$ cat src/rtl/alu_arb_pkg.sv
// Shared types and constants for the ALU arbiter.
package alu_arb_pkg;

  typedef enum logic [1:0] {
    StIdle,
    StExec,
    StResp
  } state_e;

  // Flag vector bit positions, ordered Z C N O = [3:0].
  localparam int unsigned FLAG_Z = 3;
  localparam int unsigned FLAG_C = 2;
  localparam int unsigned FLAG_N = 1;
  localparam int unsigned FLAG_O = 0;

  localparam logic [4:0] FS_ADD16   = 5'b10100;
  localparam logic [4:0] FS_SUB16   = 5'b10110;
  localparam logic [4:0] FS_PASSA16 = 5'b10000;

endpackage

$ cat src/rtl/rr_arbiter.sv
// Combinational round-robin arbiter: first set request at or above ptr, wrapping.
module rr_arbiter #(
  parameter int unsigned NUM_REQ = 2,
  parameter int unsigned IDX_W   = (NUM_REQ > 1) ? $clog2(NUM_REQ) : 1
) (
  input  logic [NUM_REQ-1:0] req,
  input  logic [IDX_W-1:0]   ptr,
  output logic [NUM_REQ-1:0] grant,
  output logic [IDX_W-1:0]   grant_idx,
  output logic               grant_valid
);

  logic [IDX_W-1:0] j;

  // Scan from ptr upward modulo NUM_REQ and take the first request seen.
  always_comb begin
    grant       = '0;
    grant_idx   = '0;
    grant_valid = 1'b0;
    j           = '0;
    for (int unsigned i = 0; i < NUM_REQ; i++) begin
      j = IDX_W'((32'(ptr) + i) % NUM_REQ);
      if (!grant_valid && req[j]) begin
        grant[j]    = 1'b1;
        grant_idx   = j;
        grant_valid = 1'b1;
      end
    end
  end

endmodule

$ cat src/rtl/alu_arbiter.sv
// Round-robin sharing of one ALU between NUM_REQ requesters.
// Each accepted op runs IDLE -> EXEC -> RESP: the ALU is driven for exactly one
// cycle in EXEC and the result is returned in RESP.
// Optional macro ALU_ARB_LOCK_EN adds ReqLock, letting a requester keep the ALU
// (and its carry flag) private across a chain of ops.
module alu_arbiter
  import alu_arb_pkg::*;
#(
  parameter int unsigned NUM_REQ  = 2,
  parameter int unsigned DATA_W   = 16,
  parameter int unsigned FUNSEL_W = 5,
  parameter int unsigned FLAG_W   = 4
) (
  input  logic                         Clock,
  input  logic                         Reset,
  input  logic [NUM_REQ-1:0]           ReqValid,
  input  logic [NUM_REQ*DATA_W-1:0]    ReqA,
  input  logic [NUM_REQ*DATA_W-1:0]    ReqB,
  input  logic [NUM_REQ*FUNSEL_W-1:0]  ReqFunSel,
  input  logic [NUM_REQ-1:0]           ReqWF,
`ifdef ALU_ARB_LOCK_EN
  input  logic [NUM_REQ-1:0]           ReqLock,
`endif
  output logic [NUM_REQ-1:0]           ReqReady,
  output logic [NUM_REQ-1:0]           RespValid,
  output logic [DATA_W-1:0]            RespData,
  output logic [FLAG_W-1:0]            RespFlags,
  output logic [DATA_W-1:0]            AluA,
  output logic [DATA_W-1:0]            AluB,
  output logic [FUNSEL_W-1:0]          AluFunSel,
  output logic                         AluWF,
  input  logic [DATA_W-1:0]            AluOut,
  input  logic [FLAG_W-1:0]            AluFlags,
  output logic                         Busy
);

  localparam int unsigned IDX_W = (NUM_REQ > 1) ? $clog2(NUM_REQ) : 1;

  state_e                state_q;
  logic [IDX_W-1:0]      rr_ptr_q;
  logic [IDX_W-1:0]      gnt_idx_q;
  logic [DATA_W-1:0]     op_a_q;
  logic [DATA_W-1:0]     op_b_q;
  logic [FUNSEL_W-1:0]   op_fs_q;
  logic                  op_wf_q;
  logic [NUM_REQ-1:0]    resp_valid_q;
  logic [DATA_W-1:0]     resp_data_q;
  logic [FLAG_W-1:0]     resp_flags_q;

  logic [NUM_REQ-1:0]    arb_req;
  logic [NUM_REQ-1:0]    grant;
  logic [IDX_W-1:0]      grant_idx;
  logic                  grant_valid;
  logic                  accept;
  logic [IDX_W-1:0]      rr_next;

  rr_arbiter #(
    .NUM_REQ (NUM_REQ),
    .IDX_W   (IDX_W)
  ) u_rr_arbiter (
    .req         (arb_req),
    .ptr         (rr_ptr_q),
    .grant       (grant),
    .grant_idx   (grant_idx),
    .grant_valid (grant_valid)
  );

`ifdef ALU_ARB_LOCK_EN
  logic             lock_active_q;
  logic             op_lock_q;
  logic [IDX_W-1:0] lock_owner_q;

  // Track lock ownership; a non-locking op releases the lock once it has responded.
  always_ff @(posedge Clock or negedge Reset) begin
    if (!Reset) begin
      lock_active_q <= 1'b0;
      op_lock_q     <= 1'b0;
      lock_owner_q  <= '0;
    end else if (accept) begin
      op_lock_q <= ReqLock[grant_idx];
      if (ReqLock[grant_idx]) begin
        lock_active_q <= 1'b1;
        lock_owner_q  <= grant_idx;
      end
    end else if (state_q == StResp && !op_lock_q) begin
      lock_active_q <= 1'b0;
    end
  end

  // While locked, only the owner is visible to the arbiter.
  always_comb begin
    arb_req = ReqValid;
    if (lock_active_q) arb_req = ReqValid & (NUM_REQ'(1) << lock_owner_q);
  end
`else
  assign arb_req = ReqValid;
`endif

  assign accept  = (state_q == StIdle) && grant_valid;
  assign rr_next = (grant_idx == IDX_W'(NUM_REQ - 1)) ? '0 : grant_idx + IDX_W'(1);

  // Main FSM; operand registers hold between ops so the ALU inputs never glitch.
  always_ff @(posedge Clock or negedge Reset) begin
    if (!Reset) begin
      state_q      <= StIdle;
      rr_ptr_q     <= '0;
      gnt_idx_q    <= '0;
      op_a_q       <= '0;
      op_b_q       <= '0;
      op_fs_q      <= FUNSEL_W'(FS_PASSA16);
      op_wf_q      <= 1'b0;
      resp_valid_q <= '0;
      resp_data_q  <= '0;
      resp_flags_q <= '0;
    end else begin
      unique case (state_q)
        StIdle: begin
          if (accept) begin
            op_a_q    <= ReqA[grant_idx*DATA_W +: DATA_W];
            op_b_q    <= ReqB[grant_idx*DATA_W +: DATA_W];
            op_fs_q   <= ReqFunSel[grant_idx*FUNSEL_W +: FUNSEL_W];
            op_wf_q   <= ReqWF[grant_idx];
            gnt_idx_q <= grant_idx;
            rr_ptr_q  <= rr_next;
            state_q   <= StExec;
          end
        end
        StExec: begin
          resp_data_q  <= AluOut;
          op_wf_q      <= 1'b0;
          resp_valid_q <= NUM_REQ'(1) << gnt_idx_q;
          state_q      <= StResp;
        end
        StResp: begin
          resp_valid_q <= '0;
          resp_flags_q <= AluFlags;
          state_q      <= StIdle;
        end
        default: state_q <= StIdle;
      endcase
    end
  end

  assign ReqReady  = accept ? grant : '0;
  assign RespValid = resp_valid_q;
  assign RespData  = resp_data_q;
  // In RESP the ALU flags already include this op's update.
  assign RespFlags = (state_q == StResp) ? AluFlags : resp_flags_q;
  assign AluA      = op_a_q;
  assign AluB      = op_b_q;
  assign AluFunSel = op_fs_q;
  assign AluWF     = op_wf_q;
  assign Busy      = (state_q != StIdle);

endmodule

$ cat config.mk
export PLATFORM = sky130hd
export DESIGN_NAME = alu_arbiter
export DESIGN_NICKNAME = d
export VERILOG_FILES = /design/src/rtl/alu_arb_pkg.sv /design/src/rtl/rr_arbiter.sv /design/src/rtl/alu_arbiter.sv
export SDC_FILE = /design/constraint.sdc
export NUM_CORES = 1
export LEC_CHECK = 0
export BUFFER_PORTS_ARGS = -buffer_cell sky130_fd_sc_hd__buf_2
export CAP_MARGIN = 20
export CORE_AREA = 2 2 90 92
export CTS_CLUSTER_DIAMETER = 120
export DETAILED_ROUTE_END_ITERATION = 10
export DIE_AREA = 0 0 92 94
export PLACE_DENSITY = 0.78
export SLEW_MARGIN = 15
export SYNTH_ARGS = -nofsm -noshare
export SYNTH_HDL_FRONTEND = slang
export SYNTH_HIERARCHICAL = 1
export SYNTH_SLANG_ARGS = --single-unit
$ cat constraint.sdc
create_clock -name Clock -period 1.4 [get_ports Clock]
set_input_delay 0.14 -clock Clock [delete_from_list [all_inputs] [get_ports Clock]]
set_output_delay 0.14 -clock Clock [all_outputs]
set_load 0.01 [all_outputs]
* Yosys cells after proc, flatten, opt, wreduce, memory -nomap -nowiden
Index checks and enable logic that the tools add are counted.
Widths: inputs -> output; s select.
** Storage, ports and cells
- Bits in registers :: 64
- Logic and storage cells :: 61
** Cells by class
- Add/subtract/negate cells :: 2
- Multiply operators :: 1
- Magnitude comparators :: 5
- Eq/ne operators :: 3
- Shift operators :: 4
- Multiplexer cells :: 24
- Bitwise operators :: 1
- Reductions and logical operators :: 11
** Operator list (count)
- $shiftx 32x6->16 :: 2
- $mux 1 :: 14
- $shiftx 10x5->5 :: 1
- $mux 2 :: 4
- $pmux 2 s2 :: 2
- $lt 1x2->1 const B :: 3
- $reduce_bool 2->1 :: 3
- $logic_and 1x1->1 :: 4
- $mul 1x3->4 const B :: 1
- $mux 4 :: 1
- $reduce_and 2->1 :: 2
- $add 1x1->1 const B :: 2
- $demux 1 s1 :: 2
- $eq 2x1->1 const B :: 1
- $eq 2x2->1 const B :: 1
- $ge 1x1->1 const B :: 2
- $logic_not 2->1 :: 1
- $ne 2x2->1 const B :: 1
- $or 2x2->2 :: 1
- $pmux 1 s2 :: 1
- $shl 1x1->2 const A :: 1
- $logic_not 1->1 :: 1

* Logic depth before layout (Yosys ltp)
- Word-level depth :: 10
- Gate-level depth with buffers :: 6
- Depth with buffers taken out :: 4

* Cells and area by module
The synthesis kept the hierarchy.
** Modules (own cells, without submodules)
- alu_arbiter :: instances 1, cells an instance 241, area an instance 2982.9 um^2
- rr_arbiter :: instances 1, cells an instance 5, area an instance 32.5 um^2

* Worst setup path before layout
Ideal clock, no wire load.
- Kind :: reg-to-reg
- Start :: reg state_q[1]
- End :: reg resp_data_q[10], in the netlist RespData[10]
- Library setup time :: 0.125 ns
- Data arrival time :: 1.280 ns
- Required time :: 1.275 ns
- Slack :: -0.005 ns
- Stages on the path, launching flop included :: 6
- Buffers on the path :: 2
- Path through :: dfrtp_1 -> inv_1 -> ha_1 -> buf_2 -> buf_4 -> mux2_2
** Between the ends
- Word-level cells in the longest chain between the ends :: 1
** RTL lines
- start: declaration :: line alu_arbiter.sv:39 : state_e state_q;
- start signal: assignment :: line alu_arbiter.sv:105 : state_q <= StIdle;
- start signal: assignment :: line alu_arbiter.sv:125 : state_q <= StExec;
- start signal: assignment :: line alu_arbiter.sv:132 : state_q <= StResp;
- $eq 2x1->1 :: line alu_arbiter.sv:116 : unique case (state_q)
- end signal: assignment :: line alu_arbiter.sv:129 : resp_data_q <= AluOut;
- end: declaration :: line alu_arbiter.sv:47 : logic [DATA_W-1:0] resp_data_q;
Every way passes these cells.
A chain may end at the register's enable or synchronous reset.

* Worst setup path in the final report
- Start :: reg state_q[0]
- End :: out RespFlags[3]
** Between the ends
- Word-level cells in the longest chain between the ends :: 2
** RTL lines
- $eq 2x2->1 :: line alu_arbiter.sv:148 : assign RespFlags = (state_q == StResp) ? AluFlags : resp_flags_q;
- $mux 4
- end: declaration :: line alu_arbiter.sv:27 : output logic [FLAG_W-1:0] RespFlags,
Every way passes these cells.

==> results.toml <==
[finish]
mostFrequentLayoutCells = "buf_2, dfrtp_1, mux2i_1, a21oi_2, a21oi_1"
drive_gt1_share_pct = 67.43
final_area_sq_mm = 0.004883
nets = 536
area_growth_pct = 61.95
final_common_cell = "buf_2"
fillCellCount = 597
multi_input_area_sq_mm = 0.001574
area.sequential_sq_mm = 0.001603
num_antenna_cells = 0

[power_and_ir_drop]
peakVddDrop_v = 0.001212
p_per_area_mw_per_mm2 = 2315
leakagePower_nw = 2.283

[floorplan]
die_w_microns = 92
ios = 163
core_sq_mm = 0.007607
initial_utilization_pct = 39.64
rows = 32
fp.dieH_microns = 94
die_area_sq_mm = 0.008648

[timing]
skew_ps = 3.448
worst_pin_slew_ps = 525.1
setup_ws_ps = -210.1
hold_violations = 0
clock.fmax_mhz = 621.1
period_minus_slack_ps = 1610
period_share_pct = 115.0
whs_ps = 35.80
maxSlewHeadroom_pct = 64.99
rsz0062_at_grt = "true"
finalSetupViolations = 48
finalMaxSlewViolations = 0

[min_path]
holdPathStages = 2
hold_path.class = "input port to flip-flop"
min-delay-start = "AluOut[3]"

[synth]
ys_warn_count = 6
synthArstFlopShare_pct = 100.0
synth_edf_count = 0
ys.flop_type = "dfrtp_1"
synth_xor_area_share_pct = 0
syn_area_sq_mm = 0.003015
synth_nets = 350
muxShareOfSynthArea_pct = 21.91
synth_top_family_by_area = "multiplexers"
synth-compound-area-share_pct = 15.93
synth-adder-area-share_pct = 1.660
synth_area_per_cell_sq_um = 12.26
yosys_register_bits = 64
synth_cell_types = 22
seq_area_frac_synth_pct = 53.15
synthCells = 246
synth-simple-area-share_pct = 2.282

[setup_path]
crit_required_ps = 1260
crit_arrival_ps = 1470
worst-path-buf-inv = 2
critPathSlowestCell = "dfrtp_1"
critical_path_depth = 4
worstSetupStartpoint = "state_q[0]"
ff2ff_path_depth = 8
critPathMaxStageDelay_ps = 400
cp_max_fo = 5
cp_cell_sequence = "inv_2 -> ha_4 -> mux2_4 -> buf_6"
timing.rr.start = "state_q[0]"
startpoint_type = "flip-flop"
worstSetupPathType = "flip-flop to output port"
cp_top_family = "flip-flops"
cp-end-kind = "output port"

[route]
drtAntennaViolNets = 0
via_per_inst = 4.836
num_vias = 2602
postRouteWirelength_mm = 8.100
drc = 0
drtIter0Drc = 48
wl_per_cell_microns = 15.06
drt_pass1_iterations = 4

[global_route]
grt_pass1_vias = 2547
grtUsageTotal_pct = 17.05
grt_overflow = 0
grt_max_degree = 65
grt_antenna_before_repair = 0
grt_pass1_wl_mm = 11.76

[placed_design]
place_area_sq_mm = 0.003995
gp_congestion = 0.6656
place_hpwl_mm = 5.177
io_buffers = 162

[outcome]
failed_checks = "setup timing"
outcome = "finished, violations left"

[clock_tree]
clock_sinks = 64
cts_tree = "built"
cts.clk_slew.worst_paths_ps = 70
numCtsBuffers = 9
htree_levels = 3
worstSkewPairLatency_ps = 330
cts.path.max_buffers = 2
ctsRootBufferMaster = "clkbuf_8"

[flow_run]
maxCapViolCount = 0
-- synthesized netlist by cell type (2+ instances only) --
| cell type | instances | area share, % |
|---|---|---|
| dfrtp_1 | 63 | 52 |
| ha_1 | 4 | 1.7 |
| a21boi_0 | 3 | 0.75 |
| mux2i_1 | 39 | 13 |
| buf_2 | 8 | 1.3 |
| buf_6 | 3 | 1.1 |
| mux2_2 | 24 | 9.0 |
| a21oi_2 | 20 | 5.8 |
| a21oi_1 | 54 | 9.0 |
| inv_1 | 6 | 0.75 |
| clkbuf_1 | 3 | 0.37 |
| nand3b_1 | 3 | 0.75 |
| buf_4 | 6 | 1.5 |
| and3_1 | 2 | 0.41 |
-- power by group --
group / total [mW] / switching, mW / internal (mW)
sequential: 3.40 / 0.612 / 2.79
combinational: 6.24 / 2.82 / 3.42
clock: 1.66 / 0.671 / 0.988
-- flip-flops by register name, summed over array words and instances, names as in the netlist --
| register | count |
|---|---|
| AluA | 16 |
| AluB | 16 |
| RespData | 16 |
| AluFunSel | 5 |
| resp_flags_q | 4 |
| RespValid | 2 |
| state_q | 2 |
| AluWF | 1 |
| gnt_idx_q | 1 |
| rr_ptr_q | 1 |
-- final cells by class --
cell class,count,area share [%]
Clock buffer,11,2.690
Clock inverter,4,1.435
Inverter,6,0.4612
Multi-Input combinational cell,156,32.23
Sequential cell,64,32.82
Tap cell,102,2.613
Timing Repair Buffer,195,27.75
-- worst register-to-register path, delay by kind of cell (launching register included) --
family                     cells  cell delay [ps]
DFF                            1              400
adders and majority gates      1              140
and+or+nand+nor                1              280
buffers and inverters          5              590
AOI/OAI and AO/OA              1               50
-- stage by stage --
step | worst slack [ps] | std cells | utilization (%) | power (mW) | TNS [ps]
floorplan | 43.88 | 246 | - | 5.955 | 0
global placement | 41.00 | 503 | 52.52 | 7.471 | 0
detailed placement | 17.99 | 503 | 52.52 | 7.620 | 0
CTS | -200.0 | 524 | 57.01 | 9.750 | -1247
global route | -265.7 | 538 | 64.19 | 12.01 | -9041
finish | -210.1 | 538 | 64.19 | 11.30 | -6008
-- final timing paths --
check	to	slack [ps]
max in group asynchronous	AluFunSel[4]	720
min in group asynchronous	resp_flags_q[2]	340
hold reg to reg	RespData[3]	500
hold / removal	RespData[3]	40
setup reg to reg	AluA[13]	-190
setup / recovery	RespFlags[3]	-210
-- layer usage --
metal  track usage, %  up-vias  wire length (microns)
met3            3.772        9                    504
met4            6.716        0                     89
met1            21.38     1247                   3417
met2            28.80       97                   4089
met5                0        -                      0
li1                 -     1249                      -
-- cell families (layout without fill, tap and decap cells) --
group | Yosys count | after routing
buf+inv | 26 | 216
simple gates | 10 | 10
compound gates | 79 | 79
flops | 64 | 64
fa+ha+maj | 4 | 4
mux | 63 | 63
-- repair_timing --
item | 4_1_cts | 5_1_grt
pin swaps | 2 | 19
hold buffers | 1 | 0
cloned | 0 | 8
endpoints found under the setup margin | 7 | 59
buffers inserted | 5 | 6
hold endpoints to repair | 63 | 0
resized for setup | 20 | 64
Power figures use the tool's default switching activity.
